==> config.mk <==
export PLATFORM = sky130hd
export DESIGN_NAME = wb_port_arbiter
export DESIGN_NICKNAME = d
export VERILOG_FILES = /design/src/rtl/pipelinedefs.sv /design/src/rtl/wbarb_fifo.sv /design/src/rtl/wb_port_arbiter.sv
export SDC_FILE = /design/constraint.sdc
export NUM_CORES = 1
export LEC_CHECK = 0
export ABC_AREA = 1
export CAP_MARGIN = 20
export CORE_ASPECT_RATIO = 1.2
export CORE_MARGIN = 2
export CORE_UTILIZATION = 60
export CTS_BUF_LIST = sky130_fd_sc_hd__clkbuf_8
export CTS_CLUSTER_SIZE = 30
export DETAILED_ROUTE_END_ITERATION = 8
export PLACE_DENSITY = 0.86
export SLEW_MARGIN = 15
export SYNTH_ARGS = -nofsm -noshare
export SYNTH_HDL_FRONTEND = slang
export SYNTH_SLANG_ARGS = --single-unit
==> constraint.sdc <==
create_clock -name clk -period 5.3 [get_ports clk]
set_input_delay 1.325 -clock clk [delete_from_list [all_inputs] [get_ports clk]]
set_output_delay 1.325 -clock clk [all_outputs]
set_load 0.02 [all_outputs]
==> src/rtl/pipelinedefs.sv <==
// Shared pipeline widths and the aux-result queue entry layout.
package pipelinedefs;
    localparam int WIDTH = 32;
    localparam int RA_W  = 5;

    typedef struct packed {
        logic            live;
        logic [RA_W-1:0] rdst;
        logic [WIDTH-1:0] data;
    } wbarb_entry;
endpackage

==> src/rtl/wbarb_fifo.sv <==
// Aux result queue with parallel kill-by-destination.
// Optional WBARB_PENDING_EN adds live-destination lookups for decode.
module wbarb_fifo
    import pipelinedefs::*;
#(
    parameter int DEPTH = 4
) (
    input  logic                  clk,
    input  logic                  rst,
    input  logic                  push,
    input  wbarb_entry            push_entry,
    input  logic                  pop,
    input  logic                  kill,
    input  logic [RA_W-1:0]       kill_rdst,
    output wbarb_entry            head,
    output logic [$clog2(DEPTH):0] cnt,
    output logic                  any_live
`ifdef WBARB_PENDING_EN
    ,
    input  logic [RA_W-1:0]       chk_rs1,
    input  logic [RA_W-1:0]       chk_rs2,
    output logic                  pend_rs1,
    output logic                  pend_rs2
`endif
);
    localparam int PW = $clog2(DEPTH);
    localparam int CW = PW + 1;

    wbarb_entry    mem [DEPTH];
    logic [PW-1:0] rd_ptr;
    logic [PW-1:0] wr_ptr;

    assign head = mem[rd_ptr];

    always_comb begin
        any_live = 1'b0;
        for (int i = 0; i < DEPTH; i++) begin
            if (mem[i].live) any_live = 1'b1;
        end
    end

    // Popped slots lose their live bit so live always implies occupied.
    always_ff @(posedge clk or negedge rst) begin
        if (!rst) begin
            rd_ptr <= '0;
            wr_ptr <= '0;
            cnt    <= '0;
            for (int i = 0; i < DEPTH; i++) mem[i] <= '0;
        end else begin
            for (int i = 0; i < DEPTH; i++) begin
                if (kill && mem[i].rdst == kill_rdst) mem[i].live <= 1'b0;
            end
            if (pop) begin
                mem[rd_ptr].live <= 1'b0;
                rd_ptr <= rd_ptr + 1'b1;
            end
            if (push) begin
                mem[wr_ptr] <= push_entry;
                wr_ptr <= wr_ptr + 1'b1;
            end
            cnt <= cnt + CW'(push) - CW'(pop);
        end
    end

`ifdef WBARB_PENDING_EN
    always_comb begin
        pend_rs1 = push && push_entry.live && push_entry.rdst == chk_rs1;
        pend_rs2 = push && push_entry.live && push_entry.rdst == chk_rs2;
        for (int i = 0; i < DEPTH; i++) begin
            if (mem[i].live && mem[i].rdst == chk_rs1) pend_rs1 = 1'b1;
            if (mem[i].live && mem[i].rdst == chk_rs2) pend_rs2 = 1'b1;
        end
        if (chk_rs1 == '0) pend_rs1 = 1'b0;
        if (chk_rs2 == '0) pend_rs2 = 1'b0;
    end
`endif
endmodule

==> src/rtl/wb_port_arbiter.sv <==
// Register-file write port arbiter: pipeline writeback vs queued aux results.
// Optional WBARB_PENDING_EN adds pending-destination lookups for decode.
module wb_port_arbiter
    import pipelinedefs::*;
#(
    parameter int DEPTH      = 4,
    parameter int STARVE_MAX = 3
) (
    input  logic                   clk,
    input  logic                   rst,
    input  logic                   i_wb_we,
    input  logic [RA_W-1:0]        i_wb_rdst,
    input  logic [WIDTH-1:0]       i_wb_data,
    output logic                   o_pipe_stall,
    input  logic                   i_aux_valid,
    input  logic [RA_W-1:0]        i_aux_rdst,
    input  logic [WIDTH-1:0]       i_aux_data,
    output logic                   o_aux_ready,
    output logic                   o_rf_we,
    output logic [RA_W-1:0]        o_rf_addr,
    output logic [WIDTH-1:0]       o_rf_data,
    output logic [$clog2(DEPTH):0] o_fifo_cnt
`ifdef WBARB_PENDING_EN
    ,
    input  logic [RA_W-1:0]        i_chk_rs1,
    input  logic [RA_W-1:0]        i_chk_rs2,
    output logic                   o_pend_rs1,
    output logic                   o_pend_rs2
`endif
);
    localparam int CW = $clog2(DEPTH) + 1;
    localparam int SW = $clog2(STARVE_MAX + 1);

    wbarb_entry    head;
    wbarb_entry    push_entry;
    logic          any_live;
    logic          head_live;
    logic          head_dead;
    logic          pipe_req;
    logic          force_aux;
    logic          grant_aux;
    logic          grant_pipe;
    logic          push;
    logic          pop;
    logic [SW-1:0] starve_q;
    logic [SW-1:0] starve_d;

    // Producers are held off while in reset.
    assign o_aux_ready = rst && (o_fifo_cnt < CW'(DEPTH));
    assign push        = i_aux_valid && o_aux_ready;
    assign push_entry  = '{live: (i_aux_rdst != '0),
                           rdst: i_aux_rdst,
                           data: i_aux_data};

    assign head_live  = (o_fifo_cnt != '0) && head.live;
    assign head_dead  = (o_fifo_cnt != '0) && !head.live;
    assign pipe_req   = i_wb_we && (i_wb_rdst != '0);
    assign force_aux  = head_live && (starve_q == SW'(STARVE_MAX));
    assign grant_aux  = force_aux || (!pipe_req && head_live);
    assign grant_pipe = !force_aux && pipe_req;
    assign pop        = grant_aux || head_dead;

    assign o_pipe_stall = force_aux;

    always_comb begin
        starve_d = starve_q;
        if (grant_aux) begin
            starve_d = '0;
        end else if (grant_pipe && head_live) begin
            if (starve_q != SW'(STARVE_MAX)) starve_d = starve_q + 1'b1;
        end else if (!any_live) begin
            starve_d = '0;
        end
    end

    always_ff @(posedge clk or negedge rst) begin
        if (!rst) begin
            starve_q  <= '0;
            o_rf_we   <= 1'b0;
            o_rf_addr <= '0;
            o_rf_data <= '0;
        end else begin
            starve_q <= starve_d;
            o_rf_we  <= grant_aux || grant_pipe;
            if (grant_aux) begin
                o_rf_addr <= head.rdst;
                o_rf_data <= head.data;
            end else if (grant_pipe) begin
                o_rf_addr <= i_wb_rdst;
                o_rf_data <= i_wb_data;
            end
        end
    end

    // A pipeline write is younger than every queued entry to the same register.
    wbarb_fifo #(
        .DEPTH(DEPTH)
    ) u_fifo (
        .clk       (clk),
        .rst       (rst),
        .push      (push),
        .push_entry(push_entry),
        .pop       (pop),
        .kill      (grant_pipe),
        .kill_rdst (i_wb_rdst),
        .head      (head),
        .cnt       (o_fifo_cnt),
        .any_live  (any_live)
`ifdef WBARB_PENDING_EN
        ,
        .chk_rs1   (i_chk_rs1),
        .chk_rs2   (i_chk_rs2),
        .pend_rs1  (o_pend_rs1),
        .pend_rs2  (o_pend_rs2)
`endif
    );
endmodule

; Yosys cells after proc, flatten, opt, wreduce, memory -nomap -nowiden
; Cells that the tools add are included.
[classes]
eq_ne = 8
n_bitwise = 2
reduce_logical = 26
n_lt_le_gt_ge = 5
n_addsub = 5
n_mux = 27
[op_table]
columns = operator, n
row1 = $bwmux 152, 2
row2 = $mux 152, 2
row3 = $demux 38 s2, 2
row4 = $mux 38, 4
row5 = $bmux 38 s2, 1
row6 = $mux 32, 2
row7 = $eq 5x5->1, 4
row8 = $logic_and 1x1->1, 15
row9 = $mux 5, 2
row10 = $reduce_bool 5->1, 2
row11 = $mux 1, 8
row12 = $mux 2, 4
row13 = $add 2x1->2 const B, 3
row14 = $ge 3x3->1 const B, 2
row15 = $lt 3x1->1 const B, 2
row16 = $not 2->3, 2
row17 = $add 3x1->3, 1
row18 = $logic_not 1->1, 3
row19 = $logic_or 1x1->1, 3
row20 = $lt 3x3->1 const B, 1
row21 = $ne 3x1->1 const B, 1
row22 = $ne 3x2->1 const B, 1
row23 = $reduce_bool 3->1, 1
row24 = $sub 3x1->3, 1
row25 = 4 further kinds, 4
[word_totals]
wordCells = 92
out_inout_bits = 43
register_bits = 199

; Logic depth before layout (Yosys ltp)
; Gate-level depths: netlist (run 1).
[depth]
word_depth = 14
mapped_depth = 14

; Modules after synthesis
; From an unflattened synthesis (run 1), not the netlist that was laid out.
[unflattened]
hier_cells = 1127
area_unflattened_um2 = 9659.3
[by_module_without_submodules]
columns = mod, cells_per_inst, n_inst, area_per_inst_um2
row1 = wbarb_fifo, 893, 1, 7734.9
row2 = wb_port_arbiter, 234, 1, 1924.3

; Worst setup path before layout (run 1)
; Ideal clock, no wire load.
[synth_path]
path_kind = input -> register
startpoint = input port i_wb_rdst[0]
endpoint = register u_fifo.cnt[2]
cell_stages = 14
t_required_ps = 5177
path_buffers = 1
t_arrival_ps = 2995
path_slack_ps = 2183
path_cell_list = buf_2 nor2_1 nand3_1 nand2_1 nor2_1 nand2_1 nand2_1 inv_1 ha_1 inv_1 ha_1 inv_1 fa_1 xnor2_1
[synth_via]
elab_chain_cells = 7
[synth_rtl]
columns = item, line
row1 = start: declaration, wb_port_arbiter.sv:12  ; input logic [RA_W-1:0] i_wb_rdst,
row2 = $reduce_bool 5->1, wb_port_arbiter.sv:57  ; assign pipe_req = i_wb_we && (i_wb_rdst != '0);
row3 = $logic_and 1x1->1, wb_port_arbiter.sv:57
row4 = $logic_not 1->1, wb_port_arbiter.sv:59  ; assign grant_aux = force_aux || (!pipe_req && head_live);
row5 = $logic_and 1x1->1, wb_port_arbiter.sv:59
row6 = $logic_or 1x1->1, wb_port_arbiter.sv:59
row7 = $logic_or 1x1->1, wb_port_arbiter.sv:61  ; assign pop = grant_aux || head_dead;
row8 = $sub 3x1->3, wbarb_fifo.sv:61  ; cnt <= cnt + CW'(push) - CW'(pop);
row9 = end signal: assignment, wbarb_fifo.sv:61
row10 = end: declaration, wbarb_fifo.sv:16  ; output logic [$clog2(DEPTH):0] cnt,
; No other way between the ends.
; A chain may end at the register's enable or synchronous reset.

; Worst setup path after layout (run 1)
[layout_path]
startpoint = register u_fifo.rd_ptr[1]
endpoint = output port o_pipe_stall
[layout_via]
elab_chain_cells = 6
[layout_rtl]
columns = item, line
row1 = start: declaration, wbarb_fifo.sv:30  ; logic [PW-1:0] rd_ptr;
row2 = start signal: assignment, wbarb_fifo.sv:55  ; rd_ptr <= rd_ptr + 1'b1;
row3 = $not 2->3 (implied by the code), wbarb_fifo.sv:33  ; assign head = mem[rd_ptr];
row4 = $bmux 38 s2, wbarb_fifo.sv:33
row5 = $mux 38 (implied by the code) (2 in series), wbarb_fifo.sv:33
row6 = $logic_and 1x1->1, wb_port_arbiter.sv:55  ; assign head_live = (o_fifo_cnt != '0) && head.live;
row7 = $logic_and 1x1->1, wb_port_arbiter.sv:58  ; assign force_aux = head_live && (starve_q == SW'(STARVE_MAX));
row8 = end: declaration, wb_port_arbiter.sv:14  ; output logic o_pipe_stall,
; No other way between the ends. The select of a mux whose other input is x is not followed.

==> results of run 1 <==
-- state kept, by name, summed over array words and instances (netlist names) --
| signal | flops |
|---|---|
| o_rf_addr | 5 |
| u_fifo.rd_ptr | 2 |
| o_rf_we | 1 |
| u_fifo.wr_ptr | 2 |
| u_fifo.cnt | 3 |
| o_rf_data | 32 |
| u_fifo.mem | 152 |
| starve_q | 2 |
-- cell usage after synthesis, types with 2 or more instances --
library cell,count
sky130_fd_sc_hd__buf_1,4
sky130_fd_sc_hd__buf_2,24
sky130_fd_sc_hd__buf_4,9
sky130_fd_sc_hd__nand2_1,494
sky130_fd_sc_hd__o21ai_0,158
sky130_fd_sc_hd__a21oi_1,7
sky130_fd_sc_hd__xnor2_1,10
sky130_fd_sc_hd__buf_6,6
sky130_fd_sc_hd__inv_1,106
sky130_fd_sc_hd__clkbuf_1,32
sky130_fd_sc_hd__xor2_1,2
sky130_fd_sc_hd__nand2_2,6
sky130_fd_sc_hd__clkbuf_2,2
sky130_fd_sc_hd__inv_2,4
sky130_fd_sc_hd__nand3_1,166
sky130_fd_sc_hd__nor2_1,10
sky130_fd_sc_hd__ha_1,11
sky130_fd_sc_hd__dfrtp_1,199
-- power by group through the flow --
stage | clock [uW] | sequential, uW | combinational (uW)
floorplan | 0 | 2800 | 1920
global placement | 0 | 2740 | 2810
detailed placement | 0 | 2760 | 2910
CTS | 928 | 2730 | 2930
global route | 984 | 2830 | 3320
finish | 916 | 2750 | 2920
-- critical path: stages, from the launching register on --
cell and delay [ns]:
sky130_fd_sc_hd__dfrtp_2 1.00, sky130_fd_sc_hd__inv_1 0.14, sky130_fd_sc_hd__nand3_1 0.17, sky130_fd_sc_hd__nand4_1 0.26, sky130_fd_sc_hd__inv_1 0.17, sky130_fd_sc_hd__clkdlybuf4s50_1 0.61
-- logic make-up (layout without fill, tap and decap cells) --
kind of cell | Yosys count | count (layout) | synth area share (%)
flip-flops | 199 | 199 | 51.5
AND/OR/NAND/NOR | 681 | 681 | 28.9
XOR/XNOR | 12 | 12 | 1.09
adder cells (fa/ha/maj) | 12 | 12 | 1.63
AO/OA/AOI/OAI | 165 | 165 | 8.53
buffers and inverters | 187 | 273 | 8.40
-- worst max path at each step --
stage / from / end / slack [ns] / cells past startpoint
2_1_floorplan: i_wb_rdst[0] / u_fifo.cnt[2] / 2.18 / 14
3_3_place_gp: i_wb_rdst[1] / u_fifo.cnt[2] / 1.55 / 14
3_5_place_dp: i_wb_rdst[1] / u_fifo.cnt[2] / 1.42 / 14
4_1_cts: u_fifo.rd_ptr[1] / o_pipe_stall / 1.19 / 5
5_1_grt: u_fifo.rd_ptr[1] / o_pipe_stall / 1.05 / 5
6_report: u_fifo.rd_ptr[1] / o_pipe_stall / 1.14 / 5
-- per-stage QoR --
stage | total power, uW | cells | hold slack, ns
CTS | 6590 | 1550 | 0.489
detailed placement | 5670 | 1518 | 0.465
global route | 7130 | 1550 | 0.497
floorplan | 4720 | 1256 | 0.446
finish | 6590 | 1550 | 0.486
global placement | 5560 | 1518 | 0.461
-- per-layer routing --
metal	up-vias	wire, um	GRT usage [%]
met3	53	1170	3.27
met5	-	0	0
met2	302	11500	47.0
met1	3964	9990	38.8
met4	0	680	11.9
li1	4101	-	-
-- cell type report --
cell class	instances	area (um^2)
clock buffers	21	289
clock inverters	11	85.1
fillers	1255	4480
inverters	110	413
multi-input cells	870	3890
flip-flops and latches	199	4980
well taps	208	260
repair buffers	131	1300
==> qor.yml, run 1 <==
run_status: "completed"
pwr-share-comb_pct: 44.3
pwr-share-clk_pct: 13.9
yosysWarnings: 0
slew_violations: 0
worst_hold_path.endpoint: "o_rf_data[1]"
postPlaceCellArea_um2: 10800
critical_path.reg2reg.startpoint: "u_fifo.rd_ptr[1]"
p_int_uw: 3790
worstReg2RegEnd: "o_rf_addr[3]"
final_common_cell: "sky130_fd_sc_hd__nand2_1"
ranking_of_synthesized_cells_by_area: "sky130_fd_sc_hd__dfrtp_1 51%, sky130_fd_sc_hd__nand2_1 19%, sky130_fd_sc_hd__nand3_1 8.6%, sky130_fd_sc_hd__o21ai_0 8.2%, sky130_fd_sc_hd__inv_1 4.1%"
final_worst_slack_ns: 1.14
die_height_um: 143
critical_path_peak_fanout: 41
rrSetupSlack_ns: 1.96
synth.largest_area_cell: "sky130_fd_sc_hd__dfrtp_1"
row_count: 50
antenna_found_initial: 0
finalClockSkew_ns: 0.0150
synth_area_um2: 9680
post_cts.repair.setup_buffers: 0
dr_total_vias: 8420
drt_iter0_drc: 827
grt_max_degree: 169
grtUsageTotal_pct: 28.6
gp_congestion: 0.911
sequential_share_of_power_pct: 41.8
cp_data_arrival_time_ns: 2.83
synth.ff_latch_count: 199
ys_dominant_reg_cell: "sky130_fd_sc_hd__dfrtp_1"
initial_core_util_pct: 61.6
tritoncts_clock_tree: "built"
ioPinCount: 121
drive_gt1_share_pct: 4.10
critical_path.endpoint_type: "output port"
postSynth.asyncResetShare_pct: 100
clockBufferDepth: 2
tightestPinTransition_ns: 0.971
layout.nets: 1419
pre_cts_ws_ns: 1.42
final_min_period_over_clock_period_pct: 78.4
post_route_cell_area_um2: 11200
drt-vias-per-instance: 5.43
min-delay-start: "o_rf_data[1]"
worstHoldPathCells: 2
htree_levels: 4
setup_repair_after_global_routing_missed_its_margin: "no"
core-area_um2: 15700
port_buffers: 120
mostFrequentLayoutCells: "492 x sky130_fd_sc_hd__nand2_1, 197 x sky130_fd_sc_hd__dfrtp_1, 166 x sky130_fd_sc_hd__nand3_1"
syn_avg_cell_area_um2: 7.70
final-setup-viol-count: 0
holdCritPathClass: "flop to flop"
cp.required_ns: 3.97
area_overhead_of_the_layout_relative_to_synthesis_pct: 15.9
routedWlPerCell_um: 15.1
sw_frac_of_total_pct: 42.5
finalWirelength_um: 23300
hold_viol: 0
synth_cell_types: 24
synthDominantCellAreaShare_pct: 51.5
clk_pin_slew_worst_paths_ns: 0.09
criticalPathCategory: "flop to output port"
cts_inserted_buffers: 17
final_antenna_net_count: 0
synth_edf_count: 0
global_route_overflow: 0
remaining_drcs: 0
clkSinkCount: 199
die_w_um: 120
post_cts.resized_instances: 0
cts_hold_buffers: 0
timing.reg2reg.worst_path_depth: 9
synthesis.instances: 1256
net-switching-power_uw: 2800
finalWorstPathRequiredPeriod_ns: 4.16
cts_root_buffer: "sky130_fd_sc_hd__clkbuf_8"
worst_ir_drop_vdd_mv: 0.255
powerDensity_nw_per_um2: 587
fin_setup_tns_ns: 0
postSynthNetCount: 1346
yosysSeqAreaShare_pct: 51.5
n_antenna_cell: 0
p_leak_uw: 0.00571
first_global_vias: 8057
maxCapViolations: 0
post-dp-hpwl_um: 14100
achievable-frequency_ghz: 0.241
clock_insertion_delay_at_the_later_pin_of_the_skew_report_ns: 0.47
detail_route.first_pass.iterations: 5
final_util_pct: 71.4
maxSlewHeadroom_pct: 35.3
die-area_um2: 17200
setup.worst_path.start_class: "flop"
grt_first_pass_wirelength_um: 39100
(Power assumes the default switching activity.)
==> run 2, diff against run 1 <==
--- a/config.mk
+++ b/config.mk
@@ -9,11 +9,11 @@
 export CAP_MARGIN = 20
 export CORE_ASPECT_RATIO = 1.2
 export CORE_MARGIN = 2
-export CORE_UTILIZATION = 60
+export CORE_UTILIZATION = 58
 export CTS_BUF_LIST = sky130_fd_sc_hd__clkbuf_8
 export CTS_CLUSTER_SIZE = 30
 export DETAILED_ROUTE_END_ITERATION = 8
-export PLACE_DENSITY = 0.86
+export PLACE_DENSITY = 0.84
 export SLEW_MARGIN = 15
 export SYNTH_ARGS = -nofsm -noshare
 export SYNTH_HDL_FRONTEND = slang
==> constraint.sdc (replaced) <==
create_clock -name clk -period 4.1 [get_ports clk]
set_input_delay 1.025 -clock clk [delete_from_list [all_inputs] [get_ports clk]]
set_output_delay 1.025 -clock clk [all_outputs]
set_load 0.02 [all_outputs]
==> run 2 against run 1 <==
  * Clock-buffer cell count rose by 1
  * Design area rose by 0.57%
  * Utilization fell by 2.1 points
  * Total power rose by 31%
  * Critical endpoint unchanged
  * Largest power group unchanged
  * Highest routed layer unchanged
==> qor.yml, run 2 (synthesis gave the netlist of run 1 again) <==
grt-busiest-layer: "met2"
first_global_vias: 8243
initial_core_util_pct: 59.5
die_w_um: 122
nFillCells: 1344
finalWirelength_um: 24200
remaining_drcs: 0
pwr-share-clk_pct: 14.2
critical_path.endpoint_type: "output port"
maxSlewHeadroom_pct: 45.5
finalClockSkew_ns: 0.0154
area_overhead_of_the_layout_relative_to_synthesis_pct: 16.6
most_flop_heavy_register: "u_fifo.mem"
pre_cts_ws_ns: 0.559
pwr-share-comb_pct: 44.4
die-area_um2: 17700
hold_viol: 0
dr_total_vias: 8458
clkSinkCount: 199
design_power_total_uw: 8600
row_count: 51
cts_root_buffer: "sky130_fd_sc_hd__clkbuf_8"
final_antenna_net_count: 0
holdCritPathClass: "flop to flop"
grtUsageTotal_pct: 28.6
detail_route.first_pass.iterations: 5
setup_repair_after_global_routing_missed_its_margin: "no"
routedWlPerCell_um: 15.6
grt_max_degree: 153
slew_violations: 0
largest_register_ffs: 152
final-seq-area_um2: 4980
layout_top_registers: "u_fifo.mem (152), o_rf_data (32), o_rf_addr (5)"
htree_levels: 4
sw_frac_of_total_pct: 42.6
final_worst_slack_ns: 0.436
criticalPathCategory: "flop to output port"
global_route_overflow: 0
sequential_share_of_power_pct: 41.4
hold_slack_ns: 0.487
grt_first_pass_wirelength_um: 40300
cp.required_ns: 3.07
dp.cells: 1526
drt_iter0_drc: 722
die_height_um: 145
post_cts.resized_instances: 0
grtUsageMet1_pct: 35.7
run_status: "completed"
n_antenna_cell: 0
p_leak_uw: 0.00574
mostFrequentLayoutCells: "492 x sky130_fd_sc_hd__nand2_1, 197 x sky130_fd_sc_hd__dfrtp_1, 166 x sky130_fd_sc_hd__nand3_1"
cts_inserted_buffers: 17
finalWorstPathRequiredPeriod_ns: 3.66
post_cts.repair.setup_buffers: 0
fin_setup_tns_ns: 0
fin_cells: 1557
clockBufferDepth: 2
setup.worst_path.start_class: "flop"
maxCapViolations: 0
drt-vias-per-instance: 5.43
multi_input_combinational_cell_area_um2: 3890
antenna_found_initial: 0
ioPinCount: 121
cp_cell_sequence: "inv_2 > nand2_1 > nand3_1 > nand4_1 > inv_1 > clkdlybuf4s50_1"
p_int_uw: 4940
powerDensity_nw_per_um2: 763
tritoncts_clock_tree: "built"
core-area_um2: 16300
clock_insertion_delay_at_the_later_pin_of_the_skew_report_ns: 0.49
cp_data_arrival_time_ns: 2.64
drive_gt1_share_pct: 4.61
post-dp-hpwl_um: 15300
port_buffers: 120
final-setup-viol-count: 0
cts_hold_buffers: 0
gp_congestion: 0.919
tightestPinTransition_ns: 0.815
worst_ir_drop_vdd_mv: 0.364
net-switching-power_uw: 3670
final_common_cell: "sky130_fd_sc_hd__nand2_1"
critical_path_peak_fanout: 22
layout.nets: 1423
critPathMaxStageDelay_ns: 0.60
use_met3_pct: 4.47
final_min_period_over_clock_period_pct: 89.4
grt.met2_usage_pct: 49.6
clk_pin_slew_worst_paths_ns: 0.10
achievable-frequency_ghz: 0.273
timing.critical_path.slowest_stage_cell: "sky130_fd_sc_hd__dfrtp_2"
[run 2: layout make-up]
cell class | count | area share [%]
Sequential cell | 199 | 44.2
Clock inverter | 9 | 0.665
Tap cell | 212 | 2.35
Clock buffer | 22 | 2.68
Multi-Input combinational cell | 870 | 34.5
Inverter | 110 | 3.66
Timing Repair Buffer | 135 | 12.0
[run 2: metrics by stage]
| stage | cell area [um^2] | utilization, % |
|---|---|---|
| 6_report | 11300 | 69.3 |
| 5_1_grt | 11300 | 69.3 |
| 4_1_cts | 11300 | 69.3 |
| 3_5_place_dp | 10900 | 67.0 |
| 3_3_place_gp | 10900 | 67.0 |
| 2_1_floorplan | 9680 | - |
[run 2: power by group through the flow]
stage	clock, uW	combinational [uW]	sequential [uW]
2_1_floorplan	0	2480	3620
3_5_place_dp	0	3790	3580
6_report	1220	3820	3570
5_1_grt	1300	4310	3670
3_3_place_gp	0	3660	3530
4_1_cts	1220	3830	3550
[run 2: worst paths after layout]
check	slack (ns)	to	cells past startpoint	start
worst max-delay path	0.44	o_pipe_stall	6	u_fifo.rd_ptr[0]
worst min-delay path	0.49	o_rf_data[11]	2	o_rf_data[11]
worst max register to register	1.27	u_fifo.cnt[2]	14	u_fifo.rd_ptr[0]
worst min register to register	0.49	o_rf_data[11]	2	o_rf_data[11]
max in group asynchronous	2.21	u_fifo.mem[100]	3	rst
min in group asynchronous	0.65	u_fifo.mem[107]	2	rst
[run 2: worst max-delay path: cells and delay by family (launching register included)]
kind          cells  cell delay [ns]
buf+inv           3             1.09
flops             1             0.60
simple gates      3             0.47
[run 2: per-layer routing]
layer / share of wire, % / routed length, um
met5: 0 / 0
met4: 2.5 / 610
met3: 5.3 / 1270
met2: 52 / 12600
met1: 40 / 9760
==> run 3, diff against run 2 <==
==> constraint.sdc (replaced) <==
create_clock -name clk -period 4.1 [get_ports clk]
set_input_delay 0.82 -clock clk [delete_from_list [all_inputs] [get_ports clk]]
set_output_delay 0.82 -clock clk [all_outputs]
set_load 0.02 [all_outputs]
==> run 3 against run 2 <==
  * Clock power about the same
  * Flip-flop and latch count is the same
  * Utilization fell by 0.21 points
  * Register-to-register slack got worse by 0.26 ns
  * Non-clock buffer count is 2 lower
  * Maximum frequency rose by 4.1%
  * Clock skew down 0.0020 ns
  * Via count fell by 0.30%
  * Largest power group unchanged
==> qor.yml, run 3 (synthesis gave the netlist of run 1 again) <==
pre_cts_ws_ns: 0.752
cp.required_ns: 3.28
ioPinCount: 121
maxSlewHeadroom_pct: 43.0
mostFrequentLayoutCells: "492 x sky130_fd_sc_hd__nand2_1, 197 x sky130_fd_sc_hd__dfrtp_1, 166 x sky130_fd_sc_hd__nand3_1"
cts_inserted_buffers: 17
cp_data_arrival_time_ns: 2.70
remaining_drcs: 0
clk_pin_slew_worst_paths_ns: 0.09
final_worst_slack_ns: 0.580
final_antenna_net_count: 0
criticalPathCategory: "flop to output port"
post-dp-hpwl_um: 14900
cts_hold_buffers: 0
die_w_um: 122
detail_route.first_pass.iterations: 9
fin_setup_tns_ns: 0
layout.nets: 1421
hold_slack_ns: 0.263
row_count: 51
drive_gt1_share_pct: 4.46
most_flop_heavy_register: "u_fifo.mem"
tightestPinTransition_ns: 0.855
setup_repair_after_global_routing_missed_its_margin: "no"
global_route_overflow: 0
largest_register_ffs: 152
drt-vias-per-instance: 5.42
finalClockSkew_ns: 0.0135
p_leak_uw: 0.00571
post_cts.repair.setup_buffers: 0
pwr-share-comb_pct: 44.3
p_int_uw: 4920
port_buffers: 120
grt_max_degree: 159
maxCapViolations: 0
layout_top_registers: "u_fifo.mem (152), o_rf_data (32), o_rf_addr (5)"
grtUsageTotal_pct: 27.9
critical_path.endpoint_type: "output port"
nFillCells: 1365
routedWlPerCell_um: 15.2
sequential_share_of_power_pct: 41.5
fin_cells: 1556
finalWorstPathRequiredPeriod_ns: 3.52
dr_total_vias: 8433
initial_core_util_pct: 59.5
n_antenna_cell: 0
achievable-frequency_ghz: 0.284
drt_iter0_drc: 813
slew_violations: 0
final-setup-viol-count: 0
cpLargestDelayFamily: "buffers and inverters"
gp_congestion: 0.924
critical_path_buf_inv_count: 3
tritoncts_clock_tree: "built"
clock_insertion_delay_at_the_later_pin_of_the_skew_report_ns: 0.48
powerDensity_nw_per_um2: 763
final_min_period_over_clock_period_pct: 85.8
critical_path_peak_fanout: 27
dp.cells: 1524
setup.worst_path.start_class: "flop"
worst_ir_drop_vdd_mv: 0.378
finalWirelength_um: 23700
clkSinkCount: 199
die_height_um: 145
hold_viol: 0
antenna_found_initial: 0
run_status: "completed"
clockBufferDepth: 2
pwr-share-clk_pct: 14.2
critPathMaxStageDelay_ns: 0.65
core-area_um2: 16300
first_global_vias: 8020
die-area_um2: 17700
htree_levels: 4
cts_root_buffer: "sky130_fd_sc_hd__clkbuf_8"
timing.critical_path.slowest_stage_cell: "sky130_fd_sc_hd__dfrtp_2"
cp_cell_sequence: "inv_2 > nand2_1 > nand3_1 > nand4_1 > inv_1 > clkdlybuf4s50_1"
final_common_cell: "sky130_fd_sc_hd__nand2_1"
sw_frac_of_total_pct: 42.7
area_overhead_of_the_layout_relative_to_synthesis_pct: 16.2
grt_first_pass_wirelength_um: 39200
net-switching-power_uw: 3660
post_cts.resized_instances: 0
holdCritPathClass: "primary input to async pin"
## run 3: changes by cell type in the layout (fill, tap and decap cells not counted)
| cell | previous run | this run |
|---|---|---|
| sky130_fd_sc_hd__clkbuf_8 | 23 | 19 |
| sky130_fd_sc_hd__buf_12 | 3 | 1 |
| sky130_fd_sc_hd__clkinv_4 | 1 | 3 |
| sky130_fd_sc_hd__clkinvlp_4 | 1 | 3 |
| sky130_fd_sc_hd__bufinv_16 | 1 | 2 |
| sky130_fd_sc_hd__clkinv_2 | 5 | 4 |
| sky130_fd_sc_hd__inv_1 | 107 | 108 |
## run 3: path summary, 6_finish.rpt
path	start	end	slack [ns]	cells past startpoint
setup / recovery	u_fifo.rd_ptr[0]	o_pipe_stall	0.58	6
hold / removal	rst	u_fifo.mem[31]	0.26	1
setup reg to reg	u_fifo.rd_ptr[0]	u_fifo.cnt[2]	1.01	14
hold reg to reg	o_rf_data[31]	o_rf_data[31]	0.48	2
max in group asynchronous	rst	u_fifo.mem[19]	2.70	2
min in group clk	o_rf_data[31]	o_rf_data[31]	0.48	2
## run 3: layout make-up
cell class / instances / area, um^2 / area share, %
Clock buffer: 18 / 248 / 2.20
Multi-Input combinational cell: 870 / 3890 / 34.6
Clock inverter: 14 / 136 / 1.21
Timing Repair Buffer: 133 / 1320 / 11.7
Sequential cell: 199 / 4980 / 44.3
Inverter: 110 / 413 / 3.67
Tap cell: 212 / 265 / 2.36
## run 3: power groups by stage
stage	Combinational [uW]	Sequential [uW]	Clock, uW
after global placement	3650	3550	0
after floorplan	2480	3620	0
after global routing	4300	3670	1310
after CTS	3810	3540	1240
after detailed placement	3780	3570	0
final	3800	3560	1220
## run 3: metrics by stage
| step | total power, uW | utilization, % | area (um^2) |
|---|---|---|---|
| after floorplan | 6100 | - | 9680 |
| after global placement | 7190 | 66.8 | 10900 |
| after detailed placement | 7360 | 66.8 | 10900 |
| after CTS | 8590 | 69.1 | 11200 |
| after global routing | 9290 | 69.1 | 11200 |
| final | 8580 | 69.1 | 11200 |
## run 3: layer usage
metal,routed length (um),global-route usage (%),share of wire (%),vias up
met4,705,12.5,3.0,0
li1,-,-,-,4106
met5,0,0,0,-
met1,9970,36.5,42,3960
met2,11800,46.0,50,317
met3,1260,4.04,5.3,50
